### src/rtl/period_meter.sv
// Measures the spacing between rising edges of i_sig_in as a count of i_count_en cycles.
// A period runs from one rise (included) to the next (excluded); the counter saturates at all ones.
module period_meter #(
    parameter int WIDTH = 9
) (
    input  logic             i_clk,
    input  logic             i_rst,
    input  logic             i_count_en,
    input  logic             i_sig_in,
    input  logic             i_clear,
    output logic [WIDTH-1:0] o_period,
    output logic             o_valid,
    output logic             o_overflow,
    output logic             o_busy
);

    typedef enum logic {
        S_IDLE    = 1'b0,
        S_MEASURE = 1'b1
    } state_t;

    state_t           r_state;
    logic [WIDTH-1:0] r_cnt;
    logic [WIDTH-1:0] r_period;
    logic             r_valid;
    logic             r_overflow;
    logic             r_sig_prev;

    logic             w_rise;
    logic             w_cnt_max;
    logic [WIDTH-1:0] w_cnt_start;

    assign w_rise      = i_sig_in & ~r_sig_prev;
    assign w_cnt_max   = (r_cnt == {WIDTH{1'b1}});
    // The rise cycle itself belongs to the new period, so it is credited here.
    assign w_cnt_start = {{(WIDTH-1){1'b0}}, i_count_en};

    always_ff @(posedge i_clk or posedge i_rst) begin
        if (i_rst) begin
            r_state    <= S_IDLE;
            r_cnt      <= '0;
            r_period   <= '0;
            r_valid    <= 1'b0;
            r_overflow <= 1'b0;
            r_sig_prev <= 1'b1;
        end else begin
            r_sig_prev <= i_sig_in;
            r_valid    <= 1'b0;
            if (i_clear) begin
                r_state    <= S_IDLE;
                r_cnt      <= '0;
                r_period   <= '0;
                r_overflow <= 1'b0;
            end else begin
                case (r_state)
                    S_IDLE: begin
                        if (w_rise) begin
                            r_state <= S_MEASURE;
                            r_cnt   <= w_cnt_start;
                        end
                    end
                    S_MEASURE: begin
                        if (w_rise) begin
                            r_period <= r_cnt;
                            r_valid  <= 1'b1;
                            r_cnt    <= w_cnt_start;
                        end else if (i_count_en) begin
                            if (w_cnt_max) begin
                                r_overflow <= 1'b1;
                            end else begin
                                r_cnt <= r_cnt + 1'b1;
                            end
                        end
                    end
                    default: begin
                        r_state <= S_IDLE;
                    end
                endcase
            end
        end
    end

    assign o_period   = r_period;
    assign o_valid    = r_valid;
    assign o_overflow = r_overflow;
    assign o_busy     = (r_state == S_MEASURE);

endmodule

### config.mk
export PLATFORM = sky130hd
export DESIGN_NAME = period_meter
export DESIGN_NICKNAME = d
export VERILOG_FILES = /design/src/rtl/period_meter.sv
export SDC_FILE = /design/constraint.sdc
export NUM_CORES = 1
export LEC_CHECK = 0
export CORE_MARGIN = 4
export CORE_UTILIZATION = 59
export CTS_BUF_LIST = sky130_fd_sc_hd__clkbuf_2 sky130_fd_sc_hd__clkbuf_4 sky130_fd_sc_hd__clkbuf_8
export DETAILED_ROUTE_END_ITERATION = 6
export HOLD_SLACK_MARGIN = 0.12
export PLACE_DENSITY = 0.82
export SYNTH_ARGS = -nofsm -noshare
export SYNTH_HDL_FRONTEND = slang
export SYNTH_SLANG_ARGS = --single-unit
### constraint.sdc
create_clock -name i_clk -period 4.35 [get_ports i_clk]
set_clock_uncertainty 0.1 [all_clocks]
set_input_delay 0.87 -clock i_clk [delete_from_list [all_inputs] [get_ports i_clk]]
set_output_delay 0.87 -clock i_clk [all_outputs]
set_load 0.05 [all_outputs]
==> reports/results.ini, run 1 <==
[floorplanning]
dieWidth_um = 51.4
core_region_area_sq_mm = 0.00175
num_rows = 15
io_pins = 17
die-area_sq_mm = 0.00264
die_h_um = 51.4
start_util = 0.636

[global_routing]
grt_pass1_vias = 737
grt_max_degree = 23
grt_pass1_wl_mm = 3.40
grtUsageTotal = 0.172
grt-ovfl-total = 0
antenna_found_initial = 0

[timing]
finalCritPeriodShare = 0.634
period_minus_slack_ns = 2.76
hold_violations = 0
fmax_mhz = 362
worstMarginPinSlew_ns = 0.816
holdWs_ns = 0.423
drv_slew = 0
setup-tns-final_ns = 0
relSlewSlack = 0.455
rsz0062_at_grt = no
setup_viol = 0

[yosys]
synthTopCellsByArea = dfrtp_1 47%, mux2i_1 6.3%, nor2_1 3.7%
ys_seq_area_frac = 0.497
synth_compound_area_frac = 0.113
synth_area_sq_mm = 0.00111
synth_top_family_by_area = simple AND/OR/NAND/NOR gates
synth_nets = 107
synth-edff-count = 0
syn_avg_cell_area_sq_um = 11.1
async_flop_share = 1.00
synth_flop_cell = dfrtp_1
synth-simple-area-share = 0.248
synthXorXnorAreaFrac = 0.0158
yosys-mux-area-fraction = 0.0631
syn-instance-count = 100
synth_top_area_share = 0.474
ys_warn_count = 0
ys_types = 35
yosys.area.top_type = dfrtp_1
synthAdderAreaFrac = 0.0225
ys_seq_elements = 22

[power]
p_leak_uw = 0.000588
p_per_area_mw_per_mm2 = 265
ir_drop_mv = 0.183

[drt]
ant_nets = 0
wl_per_cell_um = 14.4
drtIter0Drc = 22
via_per_inst = 5.82
drcViolationCount = 0
drt-total-wl_mm = 2.04
vias = 820
first_pass_iters = 4

[cells_and_area]
nNetsFinal = 124
layout_commonest_cell = dfrtp_1
final_area_sq_mm = 0.00129
layout_common_cells = 21 x dfrtp_1, 16 x clkdlybuf4s50_1, 11 x nor2_1
area_growth_pct = 16.6
n_fill_cell = 137
instances_no_fill = 141
post-route-util = 0.741
diodes = 0
drive_gt1_frac = 0.121

[critical_path]
cpPeakStageDelay_ns = 0.88
crit_slowest_cell = clkdlybuf4s50_1
worstPathArrival_ns = 1.79
worstPathRequired_ns = 3.38
cp_top_family = buffers and inverters
path_buf_inv = 1
worstPathCellList = clkdlybuf4s50_1
crit_type = flip-flop to output pin
critPathLaunchType = flip-flop
critical_path.max_fanout = 9
worst_setup_path_end_kind = output pin

[clock_tree]
cts_tree = done
clock-sinks = 22
cts.clk_slew.worst_paths_ns = 0.12
cts_resized = 0
htreeDepth = 1
cts_hold_buf = 0
cts_made_buffers = 3
cts-root-buf = clkbuf_4
clock_path_buffers = 2
cts_setup_buffers = 0
clkLatencyLatePin_ns = 0.30

[status]
status = complete, no violations

[place]
dp_hpwl_mm = 1.44
placed_cells = 137
io_buffers = 16
dpl-instance-area_sq_mm = 0.00126
gp_congestion = 0.792

[run]
drv_cap = 0

[worst_hold_path]
min_path_type = flip-flop to flip-flop

==> Yosys cell counts (all sizes together) (2+ instances only) <==
master,instances
dfrtp,21
nor2,12
nand2,8
mux2i,7
o21ai,6
nand3,5
a21oi,4
nor3,4
buf,3
nand2b,3
o31ai,3
and3,2
and4,2
ha,2
inv,2
nand3b,2
nor3b,2
xor2,2
==> logic make-up (layout without fill, tap and decap cells) <==
group / count (synthesis) / in the layout
simple gates: 44 / 44
flops: 22 / 22
compound gates: 17 / 17
mux: 7 / 7
buf+inv: 6 / 22
fa+ha+maj: 2 / 2
xor+xnor: 2 / 2
==> metal layers <==
| metal | vias up | routed length, um | global-route usage |
|---|---|---|---|
| li1 | 389 | - | - |
| met1 | 400 | 985 | 0.238 |
| met2 | 25 | 922 | 0.269 |
| met3 | 6 | 90 | 0.0262 |
| met4 | 0 | 37 | 0.0699 |
| met5 | - | 0 | 0 |
==> final timing paths <==
kind	from	endpoint	slack, ns	cells after the start
max in group asynchronous	i_rst	r_cnt[1]	2.72	2
hold / removal	o_overflow	o_overflow	0.42	2
setup / recovery	o_busy	o_busy	1.59	1
hold reg to reg	o_overflow	o_overflow	0.42	2
min in group asynchronous	i_rst	o_overflow	0.92	2
setup reg to reg	r_cnt[0]	r_cnt[5]	2.20	6
==> where the power goes <==
part           leakage (uW)  internal, uW  total (uW)  switching, uW
clock             0.0000184          41.9         100           58.5
combinational      0.000268          11.2        32.6           21.4
sequential         0.000302           207         210           3.56
==> layout make-up <==
type	count	area [sq um]	area share
Sequential cell	22	552	0.426
Multi-Input combinational cell	72	513	0.397
Timing Repair Buffer	16	160	0.124
Tap cell	25	31.3	0.0242
Clock buffer	4	30.0	0.0232
Inverter	2	7.51	0.00580
==> state kept, by name, summed over array words and instances (netlist names) <==
name        count
r_cnt           9
r_sig_prev      1
o_valid         1
o_overflow      1
o_busy          1
o_period        9
==> through the flow <==
stage	total power [uW]	worst slack, ns
floorplan	240	2.46
global placement	246	1.62
detailed placement	247	1.53
CTS	346	1.60
global route	361	1.53
finish	343	1.59
Note: power is estimated with default switching activity, not from simulation.
==> run 2, diff against run 1 <==
Settings changed: CORE_UTILIZATION 59 to 55, PLACE_DENSITY 0.82 to 0.77.
Clock period 4.35 ns to 2.6 ns, I/O delays scaled along.
==> run 2 against run 1 <==
Register-to-register slack worse by 1.7 ns. Power up 68%. Worst setup slack worse by 1.4 ns.
==> reports/results.ini, run 2 (synthesis gave the netlist of run 1 again) <==
[status]
status = complete, no violations

[power]
p_seq_frac = 0.610  ; -0.003
p_per_area_mw_per_mm2 = 438  ; +65%
internal_power_uw = 438  ; +68%
ir_drop_mv = 0.291  ; +59%
p_switching_uw = 139  ; +66%
p_comb_frac = 0.101  ; +0.006
p_sw_frac = 0.240  ; -0.00237
p_leak_uw = 0.000603  ; +2.4%
power_frac_clock = 0.289  ; -0.003

[clock_tree]
cts-root-buf = clkbuf_4
clock_path_buffers = 2  ; unchanged
cts_hold_buf = 0  ; unchanged
htreeDepth = 1  ; unchanged
cts_resized = 0  ; unchanged
cts_setup_buffers = 0  ; unchanged
cts_tree = done
cts_made_buffers = 3  ; unchanged
cts.clk_slew.worst_paths_ns = 0.11  ; about the same
clkLatencyLatePin_ns = 0.30  ; about the same
clock-sinks = 22  ; unchanged

[global_routing]
grt_pass1_vias = 830  ; +13%
grt_max_degree = 23  ; unchanged
antenna_found_initial = 0  ; unchanged
grt-ovfl-total = 0  ; unchanged
grtUsageTotal = 0.186  ; +0.0135
grt_pass1_wl_mm = 3.82  ; +12%

[drt]
drcViolationCount = 0  ; unchanged
wl_per_cell_um = 14.8  ; +2.3%
drtIter0Drc = 16  ; -27%
ant_nets = 0  ; unchanged
first_pass_iters = 4  ; unchanged
drt-total-wl_mm = 2.13  ; +4.5%
via_per_inst = 5.65  ; -2.8%
vias = 814  ; -0.73%

[timing]
drv_slew = 0  ; unchanged
setup-tns-final_ns = 0  ; unchanged
fmax_mhz = 418
setup_viol = 0  ; unchanged
period_minus_slack_ns = 2.39
worstMarginPinSlew_ns = 0.513  ; -0.303 ns
finalCritPeriodShare = 0.921
rsz0062_at_grt = no
relSlewSlack = 0.657  ; +0.202
hold_violations = 0  ; unchanged

[critical_path]
r2r-start = r_cnt[0]
worstPathArrival_ns = 1.77  ; -0.02 ns
critPathLaunchType = flip-flop
path_buf_inv = 1  ; unchanged
r2r_slack_ns = 0.50  ; -1.70 ns
critical_path.max_fanout = 9  ; unchanged
worst_setup_path_end_kind = output pin
crit_type = flip-flop to output pin
rr_endpoint = r_cnt[6]
worstPathCellList = clkdlybuf4s50_1
startpoint = o_busy
worstPathRequired_ns = 1.98  ; -1.40 ns
crit_slowest_cell = clkdlybuf4s50_1
r2r_cells = 7  ; +1
crit_cells = 1  ; unchanged
cpPeakStageDelay_ns = 0.88  ; about the same
cp_top_family = buffers and inverters

[worst_hold_path]
min_path_type = flip-flop to flip-flop
hp-start = o_period[7]
hold_path_depth = 2  ; unchanged
hold_path_end = o_period[7]

[floorplanning]
start_util = 0.610  ; -0.0262
dieWidth_um = 52.9  ; +3.0%
die-area_sq_mm = 0.00280  ; +6.1%
num_rows = 15  ; unchanged
core_region_area_sq_mm = 0.00182  ; +4.3%
die_h_um = 52.9  ; +3.0%
io_pins = 17  ; unchanged

[place]
placed_cells = 140  ; +2.2%
dpl-instance-area_sq_mm = 0.00129  ; +1.8%
io_buffers = 16  ; unchanged
dp_hpwl_mm = 1.58  ; +9.1%
gp_congestion = 0.877  ; +11%

[cells_and_area]
layout_common_cells = 21 x dfrtp_1, 16 x clkdlybuf4s50_1, 11 x nor2_1
diodes = 0  ; unchanged
drive_gt1_frac = 0.143  ; +0.0222
nNetsFinal = 127  ; +2.4%
instances_no_fill = 144  ; +2.1%
layout_commonest_cell = dfrtp_1
final_area_sq_mm = 0.00132  ; +1.7%
n_fill_cell = 141  ; +2.9%
area_growth_pct = 18.6

[run]
drv_cap = 0  ; unchanged

[run 2: cell types whose count changed in the layout (fill, tap and decap cells not counted)]
cell | before | now
buf_4 | 0 | 3
[run 2: final cells by class]
cell class | count | area, sq um | share of cell area
sequential | 22 | 552 | 0.419
multi-input combinational | 72 | 513 | 0.390
timing repair buffer | 19 | 183 | 0.139
tap | 25 | 31.3 | 0.0238
clock buffer | 4 | 30.0 | 0.0228
inverter | 2 | 7.51 | 0.00570
[run 2: layer usage]
layer,global-route usage,routed length [um],vias up
met2,0.312,1030,26
met3,0.0254,125,2
met5,0,0,-
li1,-,-,391
met4,0.0511,20,0
met1,0.250,948,395
[run 2: worst max path at each step]
stage | endpoint | slack [ns]
final | o_busy | 0.21
after global routing | o_busy | 0.11
after CTS | o_busy | 0.19
after detailed placement | r_cnt[7] | 0.52
after global placement | r_cnt[7] | 0.54
after floorplan | r_cnt[7] | 0.71
[run 2: power groups by stage]
stage	registers, uW	clock network, uW	logic, uW
6_report	352	167	58.0
5_1_grt	353	187	64.0
4_1_cts	352	175	59.1
3_5_place_dp	358	0	58.9
3_3_place_gp	358	0	57.5
2_1_floorplan	360	0	41.4
[run 2: stage by stage]
| step | hold WS (ns) | total power [uW] | setup WS, ns | utilization |
|---|---|---|---|---|
| floorplan | 0.377 | 401 | 0.714 | - |
| global placement | 0.398 | 415 | 0.536 | 0.707 |
| detailed placement | 0.395 | 417 | 0.519 | 0.707 |
| CTS | 0.425 | 586 | 0.189 | 0.723 |
| global route | 0.445 | 604 | 0.109 | 0.723 |
| finish | 0.424 | 576 | 0.206 | 0.723 |
